$ cat src/rtl/riscv_boot_ctrl.sv
// riscv_boot_ctrl: loads a length-prefixed byte stream into instruction memory, then releases the CPU reset.
module riscv_boot_ctrl #(
  parameter int ADDR_W = 8
) (
  input  logic              clk,
  input  logic              reset,
  input  logic              restart,
  input  logic [7:0]        rx_data,
  input  logic              rx_valid,
  output logic              rx_ready,
  output logic              imem_we,
  output logic [ADDR_W-1:0] imem_addr,
  output logic [31:0]       imem_wdata,
  output logic              cpu_reset,
  output logic              busy,
  output logic              done,
  output logic              error
);
  localparam logic [2:0] HDR0  = 3'd0;
  localparam logic [2:0] HDR1  = 3'd1;
  localparam logic [2:0] DATA  = 3'd2;
  localparam logic [2:0] WRITE = 3'd3;
  localparam logic [2:0] RUN   = 3'd4;
  localparam logic [2:0] ERR   = 3'd5;
  localparam logic [16:0] CAP  = 17'd1 << ADDR_W;
  logic [2:0]        state_q, state_d;
  logic [15:0]       n_q, n_d;
  logic [ADDR_W-1:0] word_idx_q, word_idx_d;
  logic [1:0]        byte_idx_q, byte_idx_d;
  logic [31:0]       buf_q, buf_d;
  logic              xfer, last_word;
  logic [16:0]       n_full;
  assign xfer      = rx_valid && rx_ready;
  // 17-bit so that N == 2^ADDR_W is accepted and fills memory exactly
  assign n_full    = {1'b0, rx_data, n_q[7:0]};
  assign last_word = 16'(word_idx_q) == n_q - 16'd1;
  always_comb begin
    state_d    = state_q;
    n_d        = n_q;
    word_idx_d = word_idx_q;
    byte_idx_d = byte_idx_q;
    buf_d      = buf_q;
    case (state_q)
      HDR0: if (xfer) begin
        n_d[7:0] = rx_data;
        state_d  = HDR1;
      end
      HDR1: if (xfer) begin
        n_d[15:8]  = rx_data;
        word_idx_d = '0;
        byte_idx_d = '0;
        state_d    = n_full == 17'd0 ? RUN : n_full > CAP ? ERR : DATA;
      end
      DATA: if (xfer) begin
        buf_d[{byte_idx_q, 3'b000} +: 8] = rx_data;
        byte_idx_d = byte_idx_q + 2'd1;
        state_d    = byte_idx_q == 2'd3 ? WRITE : DATA;
      end
      WRITE: begin
        state_d    = last_word ? RUN : DATA;
        word_idx_d = last_word ? word_idx_q : word_idx_q + ADDR_W'(1);
      end
      RUN, ERR: state_d = restart ? HDR0 : state_q;
      default: state_d = HDR0;
    endcase
  end
  always_ff @(posedge clk or posedge reset) begin
    if (reset) begin
      state_q    <= HDR0;
      n_q        <= '0;
      word_idx_q <= '0;
      byte_idx_q <= '0;
      buf_q      <= '0;
    end else begin
      state_q    <= state_d;
      n_q        <= n_d;
      word_idx_q <= word_idx_d;
      byte_idx_q <= byte_idx_d;
      buf_q      <= buf_d;
    end
  end
  assign rx_ready   = state_q == HDR0 || state_q == HDR1 || state_q == DATA;
  assign imem_we    = state_q == WRITE;
  assign imem_addr  = imem_we ? word_idx_q : '0;
  assign imem_wdata = imem_we ? buf_q : '0;
  assign cpu_reset  = state_q != RUN;
  assign busy       = state_q == HDR1 || state_q == DATA || state_q == WRITE;
  assign done       = state_q == RUN;
  assign error      = state_q == ERR;
endmodule

$ cat config.mk
export PLATFORM = sky130hd
export DESIGN_NAME = riscv_boot_ctrl
export DESIGN_NICKNAME = d
export VERILOG_FILES = /design/src/rtl/riscv_boot_ctrl.sv
export SDC_FILE = /design/constraint.sdc
export NUM_CORES = 1
export LEC_CHECK = 0
export CORE_MARGIN = 5
export CORE_UTILIZATION = 40
export DETAILED_ROUTE_END_ITERATION = 8
export HOLD_SLACK_MARGIN = 0.15
export PLACE_DENSITY_LB_ADDON = 0.2
export SLEW_MARGIN = 30
export SYNTH_ARGS = -nofsm -noshare
export SYNTH_HDL_FRONTEND = slang
export SYNTH_SLANG_ARGS = --single-unit
$ cat constraint.sdc
create_clock -name clk -period 2.6 [get_ports clk]
set_input_delay 0.26 -clock clk [delete_from_list [all_inputs] [get_ports clk]]
set_output_delay 0.26 -clock clk [all_outputs]
set_load 0.1 [all_outputs]
# Word-level counts from Yosys, hierarchy flattened
# Index checks and enable logic that the tools add are counted.
# word_totals
reg_bits	61
word_cells	60
inputBits	12
out_inout_bits	46
# classes
shifts	2
magnitude_cmp	1
mux	18
eq_ne	13
reduce_logical	16
n_addsub	4
# ops
op	count
$bwmux 32	1
$mux 32	1
$shift 8x7->32 const A	1
$shiftx 8x7->32	1
$mux 8	3
$mux 3	7
$logic_not 17->1	1
$eq 8x16->1	1
$gt 16x9->1 const B	1
$pmux 8 s2	1
$sub 16x1->16 const B	1
$pmux 3 s5	1
$ne 2x2->1 const B	5
$add 8x1->8 const B	1
$neg 5->7	1
$eq 3x2->1 const B	2
$eq 3x3->1 const B	2
$reduce_and 2->1	3
$reduce_and 3->1	2
$logic_or 1x1->1	4
$mux 2	2
$pmux 2 s2	1
$reduce_and 4->1	1
$reduce_bool 2->1	2
8 further kinds	8

# Longest topological paths before layout
# Gate-level depths: netlist of run 1.
# logic_depth
ltp_word	6
mapped_depth	11
depth_no_buf	9

# Worst setup path after synthesis of run 1
# Ideal clock, no wire load.
# synth_timing
path_type	flip-flop to output port
start	reg state_q[1]
end	out imem_wdata[22]
stages_incl_launch_ff	6
slack_ns	-0.363
path_buffers	2
arrival_ns	2.703
required_time_ns	2.340
path_cell_list	dfrtp_1 -> buf_2 -> inv_1 -> nor3_1 -> clkbuf_1 -> and2_1
# synth_via
elab_chain_cells	2
# synth_rtl
item	line_no	source
start, declared	26	logic [2:0] state_q, state_d;
start signal, assigned	75	state_q <= state_d;
$eq 3x2->1	83	assign imem_we = state_q == WRITE;
via imem_we	11	output logic imem_we,
$mux 32	85	assign imem_wdata = imem_we ? buf_q : '0;
end, declared	13	output logic [31:0] imem_wdata,
# The timed path passes the listed nets, and every way through them passes these cells.

# Worst setup path after layout of run 1
# layout_timing
start	reg n_q[5]
end	reg word_idx_q[3]
# layout_via
elab_chain_cells	4
# layout_rtl
item	line_no	source
start, declared	27	logic [15:0] n_q, n_d;
start signal, assigned	76	n_q <= n_d;
$sub 16x1->16	36	assign last_word = 16'(word_idx_q) == n_q - 16'd1;
$eq 8x16->1	36	
$ne 2x2->1 (no source line)	-	
$reduce_and 3->1 (no source line)	-	
end signal, assigned	77	word_idx_q <= word_idx_d;
end, declared	28	logic [ADDR_W-1:0] word_idx_q, word_idx_d;
# Every way passes these cells.
# A chain may end at the register's enable or synchronous reset.

==> results of run 1 <==
[worst max-delay path by stage]
stage                                       from                   endpoint
after floorplan           state_q[1]$_DFFE_PP0P_                       done
after global placement        n_q[0]$_DFFE_PP0P_  word_idx_q[2]$_DFFE_PP0P_
after detailed placement      n_q[1]$_DFFE_PP0P_  word_idx_q[2]$_DFFE_PP0P_
after CTS                     n_q[1]$_DFFE_PP0P_  word_idx_q[2]$_DFFE_PP0P_
after global routing          n_q[5]$_DFFE_PP0P_  word_idx_q[3]$_DFFE_PP0P_
final                         n_q[5]$_DFFE_PP0P_  word_idx_q[3]$_DFFE_PP0P_
[layout by cell type (no fill, tap or decap), drive strengths merged, types with 13 or more instances in the layout]
master and count:
and2 36, buf 78, dfrtp 61, inv 19
mux2 13, nand2 83, nor2 20, nor3 16
o21ai 41
[state kept, by name, summed over array words and instances (netlist names)]
| name | count |
|---|---|
| buf_q | 32 |
| n_q | 16 |
| word_idx_q | 8 |
| state_q | 3 |
| byte_idx_q | 2 |
[power breakdown]
part | internal [W] | switching [W]
Combinational | 0.000658 | 0.000937
Sequential | 0.00111 | 0.000281
Clock | 0.000540 | 0.000397
Total | 0.00230 | 0.00162
[metal layers]
layer	global-route usage [%]	wire, µm	vias up
li1	-	-	1596
met1	24.3	4590	1581
met2	28.8	4670	91
met3	4.47	421	14
met4	5.37	165	0
met5	0	0	-
[logic make-up after synthesis]
group                    count (synthesis)  share of synthesized area (%)
multiplexers                            14                           4.27
AO/OA/AOI/OAI                           83                           15.3
flip-flops                              61                           41.7
AND/OR/NAND/NOR                        202                           29.2
adder cells (fa/ha/maj)                  8                           2.74
buffers and inverters                   40                           4.65
XOR/XNOR                                 7                           2.09
[worst max-delay path, stage by stage, from the launching register on]
cell and delay (ns):
dfrtp_2 0.45, buf_12 0.14, nor3_1 0.26, nand3_2 0.12, a221o_1 0.40, a2111oi_4 0.32, buf_4 0.19, nand4_4 0.14
buf_4 0.18, a211o_1 0.26, nand2_1 0.07
[what timing repair did]
action,4_1_cts,5_1_grt
resized for setup,0,17
setup buffers,0,11
setup endpoints to repair,0,8
[metrics by stage]
stage | setup WS (ns) | utilization [%] | power (W) | cells
final | 0.00886 | 57.6 | 0.00392 | 611
after detailed placement | 0.0357 | 53.4 | 0.00277 | 584
after CTS | 0.0260 | 55.8 | 0.00372 | 600
after global routing | -0.0692 | 57.6 | 0.00412 | 611
after global placement | 0.110 | 53.4 | 0.00272 | 584
after floorplan | 0.0103 | - | 0.00244 | 415
[area by class of cell]
cell class	count	share of cell area [%]
Multi-Input combinational cell	314	38.9
Sequential cell	61	29.3
Timing Repair Buffer	89	23.5
Tap cell	111	2.66
Clock buffer	10	2.44
Clock inverter	6	1.68
Inverter	20	1.51
==> metrics.txt, run 1 <==
fraction of layout cells with a size suffix above 1 27.0%; asr flop ratio synth 100%; via/cell ratio 5.37; critical path required time 2.88 ns; final instance area 0.00522 mm²; htree depth 3; top post-synthesis cells by count nand2_1, dfrtp_1, o21ai_0, and2_1; min-delay worst type primary input to async pin; First DRT Iteration DRCs 145; Reg2Reg Launch Point n_q[5]$_DFFE_PP0P_; Area after DPL 0.00484 mm²; fin crit period 2.59 ns; DP Wirelength 6910 µm; reg-to-reg setup timing slack 0.009 ns; crit path kind flop to flop; clk sinks 61; top-count cell post-synth nand2_1; IO buf count 57; critical path fanouts, max 5; routability cong. 0.840; sequential share of the synthesized area 41.7%; Fillers 797; clk buf depth 2; Post-DRT Antenna Nets 0; Pwr Density 751 mW/mm²; max-cap viol count 0; TNS Setup 0 ns; maximum VDD drop 0.458 mV; r2r worst-path depth 10; Synth Register Bits 61; DRC violations left 0; Netlist Area Pre-Place 0.00366 mm²; Tot GR Track Use 18.0%; NumNets Final 515; Register Area 0.00153 mm²; CP arrival 2.87 ns; post-synth cell types 59; synth top area cells dfrtp_1, nand2_1, and2_1; Ports 58; WL final 9850 µm; Starting Density 40.4%; Post-synth EDFFs 0; fin. max-slew vios 0; hold-fix buffers at CTS 0; multi-input logic area 0.00203 mm²; first-pass GRT wire length 16200 µm; core area 0.00906 mm²; unrepaired setup endpoints after global routing yes; Static Leak 2.21 nW; total inserted antenna cells 0; Horiz. Die Dim 106 µm; Overflow after GRT 0; Std-Cell Rows 35; Synth Warn # 0; Post-synth top flop dfrtp_1; Syn Inst Count 415; final setup fails 0; Clk Latency, worst-skew pair 0.35 ns; clock buffer count from CTS 9; RR Endpoint word_idx_q[3]$_DFFE_PP0P_; Die H 106 µm; Worst slew margin 57.9%; Final Cycle Share 99.7%; wire per inst 16.1 µm; initial antenna violation count 0; CTS tree built; syn_area_per_cell 8.82 µm²; Via Count 3282; Fin Hold WS 0.323 ns; Final Hold Fails 0; vias in the first global route 3231; critical path startpoint category flop; TritonRoute pass-1 iters 4; Worst Setup End Kind flop; DIE AREA 0.0112 mm²; Synth Net Count 435; Worst-path clk slew 0.08 ns; largest net degree at the start of global routing 39; worst clock skew 0.0154 ns; CTS Root Cell clkbuf_8; Synth top area share 41.7%; outcome completed; cell taking the most area after synthesis dfrtp_1; Max Freq 0.386 GHz; worst slew pin tran 0.631 ns; Layout area overhead 42.6%
No activity file was read; power rests on OpenSTA's default activity.
==> run 2: changes to the inputs <==
--- a/config.mk
+++ b/config.mk
@@ -7,6 +7,7 @@
 export LEC_CHECK = 0
 export CORE_MARGIN = 5
 export CORE_UTILIZATION = 40
+export CTS_BUF_LIST = sky130_fd_sc_hd__clkbuf_16
 export DETAILED_ROUTE_END_ITERATION = 8
 export HOLD_SLACK_MARGIN = 0.15
 export PLACE_DENSITY_LB_ADDON = 0.2
==> metrics.txt, run 2 (synthesis gave the netlist of run 1 again) <==
vias in the first global route 3280 (+1.5%); fin. max-slew vios 0 (unchanged); TritonRoute pass-1 iters 4 (unchanged); htree depth 3 (unchanged); Crit-path slowest cell or4b_4; CTS tree built; min-delay worst type primary input to async pin; Max Used Layer met4; Reg2Reg Launch Point n_q[1]$_DFFE_PP0P_; wire per inst 15.9 µm (-1.1%); max-cap viol count 0 (unchanged); maximum VDD drop 0.460 mV (+0.43%); Via Count 3207 (-2.3%); critical path's largest stage delay 0.51 ns (+0.06 ns); Fillers 792 (-0.63%); Worst-path clk slew 0.06 ns (-0.02 ns); core area 0.00906 mm² (unchanged); DP Wirelength 6910 µm (unchanged); critical path startpoint category flop; wire length on met3 399 µm (-5.2%); Static Leak 2.22 nW (+0.34%); fin crit period 2.54 ns (-0.0517 ns); Ports 58 (unchanged); crit path kind flop to flop; DIE AREA 0.0112 mm² (unchanged); CTS Root Cell clkbuf_16; Area after DPL 0.00484 mm² (unchanged); largest reg by FF count buf_q; CP Buf/Inv Count 2 (-1); most common cell after layout, fill and taps aside nand2_1; clk buf depth 2 (unchanged); Post-DRT Antenna Nets 0 (unchanged); clock buffer count from CTS 9 (unchanged); Register Area 0.00153 mm² (-0.25%); Overflow after GRT 0 (unchanged); Worst Setup End Kind flop; worst slew pin tran 0.629 ns (-0.00201 ns); clk sinks 61 (unchanged); initial antenna violation count 0 (unchanged); critical path fanouts, max 10 (+5); critical path's top delay family simple AND/OR/NAND/NOR gates; reg-to-reg setup timing slack 0.06 ns (+0.05 ns); max reg flops 32 (unchanged); First DRT Iteration DRCs 159 (+9.7%); final instance area 0.00523 mm² (+0.17%); largest registers buf_q (32), n_q (16), word_idx_q (8); Horiz. Die Dim 106 µm (unchanged); Die H 106 µm (unchanged); via/cell ratio 5.32 (-0.99%); worst clock skew 0.00987 ns (-0.00555 ns); routed wl met2 4610 µm (-1.5%); Final Hold Fails 0 (unchanged); most frequent cells in the layout nand2_1, dfrtp_1, buf_12; final setup fails 0 (unchanged); hold-fix buffers at CTS 0 (unchanged); Cell Chain, Critical Path inv_1 > ha_4 > or4b_4 > o21ai_1 > a221o_1 > a2111oi_4 > buf_4 > nand4_4 > or4b_1 > nand2_1; outcome completed; Final Cycle Share 97.7% (-2.0 points); WL final 9620 µm (-2.4%); unrepaired setup endpoints after global routing yes; largest net degree at the start of global routing 39 (unchanged); Starting Density 40.4% (unchanged); Worst slew margin 58.0% (+0.13 points); Max Freq 0.394 GHz (+2.0%); Worst Setup SP n_q[1]$_DFFE_PP0P_; Pwr Density 792 mW/mm² (+5.5%); Post-Route Utilization 57.7% (+0.097 points); IO buf count 57 (unchanged); Layout area overhead 42.9%; multi-input logic area 0.00202 mm² (-0.62%); NumNets Final 507 (-1.6%); DRC violations left 0 (unchanged); fraction of layout cells with a size suffix above 1 24.6% (-2.4 points); CP arrival 2.81 ns (-0.06 ns); Clk Latency, worst-skew pair 0.33 ns (-0.02 ns); routability cong. 0.840 (unchanged); first-pass GRT wire length 16500 µm (+1.6%); total inserted antenna cells 0 (unchanged); Std-Cell Rows 35 (unchanged); Tot GR Track Use 18.4% (+0.34 points); critical path required time 2.87 ns (about the same); wire length on met1 4490 µm (-2.2%)
-- run 2: timing repair --
item                                    in CTS  in global routing
buffers inserted                             0                  3
resized for setup                            0                  7
hold endpoints to repair                     0                  0
endpoints found under the setup margin       0                  8
-- run 2: area by class of cell --
type,instances,area share [%]
multi-input cells,314,38.6
well taps,111,2.66
clock inverters,7,1.75
clock buffers,9,4.31
flip-flops and latches,61,29.2
repair buffers,81,22.0
inverters,20,1.51
-- run 2: layer usage --
layer	GRT usage (%)	up-vias
met5	0	-
met2	29.3	65
li1	-	1586
met1	24.5	1545
met4	6.11	0
met3	4.53	11
-- run 2: path summary, 6_finish.rpt --
check / end / cells after the start
hold reg to reg: buf_q[24]$_DFFE_PP0P_ / 2
hold / removal: word_idx_q[6]$_DFFE_PP0P_ / 2
setup / recovery: word_idx_q[2]$_DFFE_PP0P_ / 10
max in group asynchronous: buf_q[30]$_DFFE_PP0P_ / 3
setup reg to reg: word_idx_q[2]$_DFFE_PP0P_ / 10
min in group clk: buf_q[24]$_DFFE_PP0P_ / 2
-- run 2: worst reg2reg max path, cell delays in order (launching register included) --
cell and delay, ns:
dfrtp_1 0.38, inv_1 0.12, ha_4 0.18, or4b_4 0.51
o21ai_1 0.17, a221o_1 0.22, a2111oi_4 0.07, buf_4 0.18
nand4_4 0.15, or4b_1 0.44, nand2_1 0.07
-- run 2: where the power goes --
group	internal [W]	switching (W)	total, W	leakage, nW
registers	0.00110	0.000282	0.00138	0.815
logic	0.000594	0.000887	0.00148	1.24
clock network	0.000835	0.000440	0.00127	0.161
total	0.00253	0.00161	0.00414	2.22
-- run 2: metrics by stage --
step	setup slack (ns)	power [W]	setup TNS, ns	instances	hold WS [ns]
3_3_place_gp	0.110	0.00272	0	584	0.457
5_1_grt	-0.0850	0.00435	-0.0861	603	0.409
3_5_place_dp	0.0357	0.00277	0	584	0.463
6_report	0.0606	0.00414	0	603	0.342
4_1_cts	0.0182	0.00406	0	600	0.367
2_1_floorplan	0.0103	0.00244	0	415	0.377
==> run 3: changes to the inputs <==
--- a/config.mk
+++ b/config.mk
@@ -5,12 +5,14 @@
 export SDC_FILE = /design/constraint.sdc
 export NUM_CORES = 1
 export LEC_CHECK = 0
+export ABC_AREA = 0
 export CORE_MARGIN = 5
 export CORE_UTILIZATION = 40
 export CTS_BUF_LIST = sky130_fd_sc_hd__clkbuf_16
 export DETAILED_ROUTE_END_ITERATION = 8
 export HOLD_SLACK_MARGIN = 0.15
 export PLACE_DENSITY_LB_ADDON = 0.2
+export SKIP_LAST_GASP = 1
 export SLEW_MARGIN = 30
 export SYNTH_ARGS = -nofsm -noshare
 export SYNTH_HDL_FRONTEND = slang
==> results of run 3 <==
Final layout, timing and power as in run 2 (identical DEF).
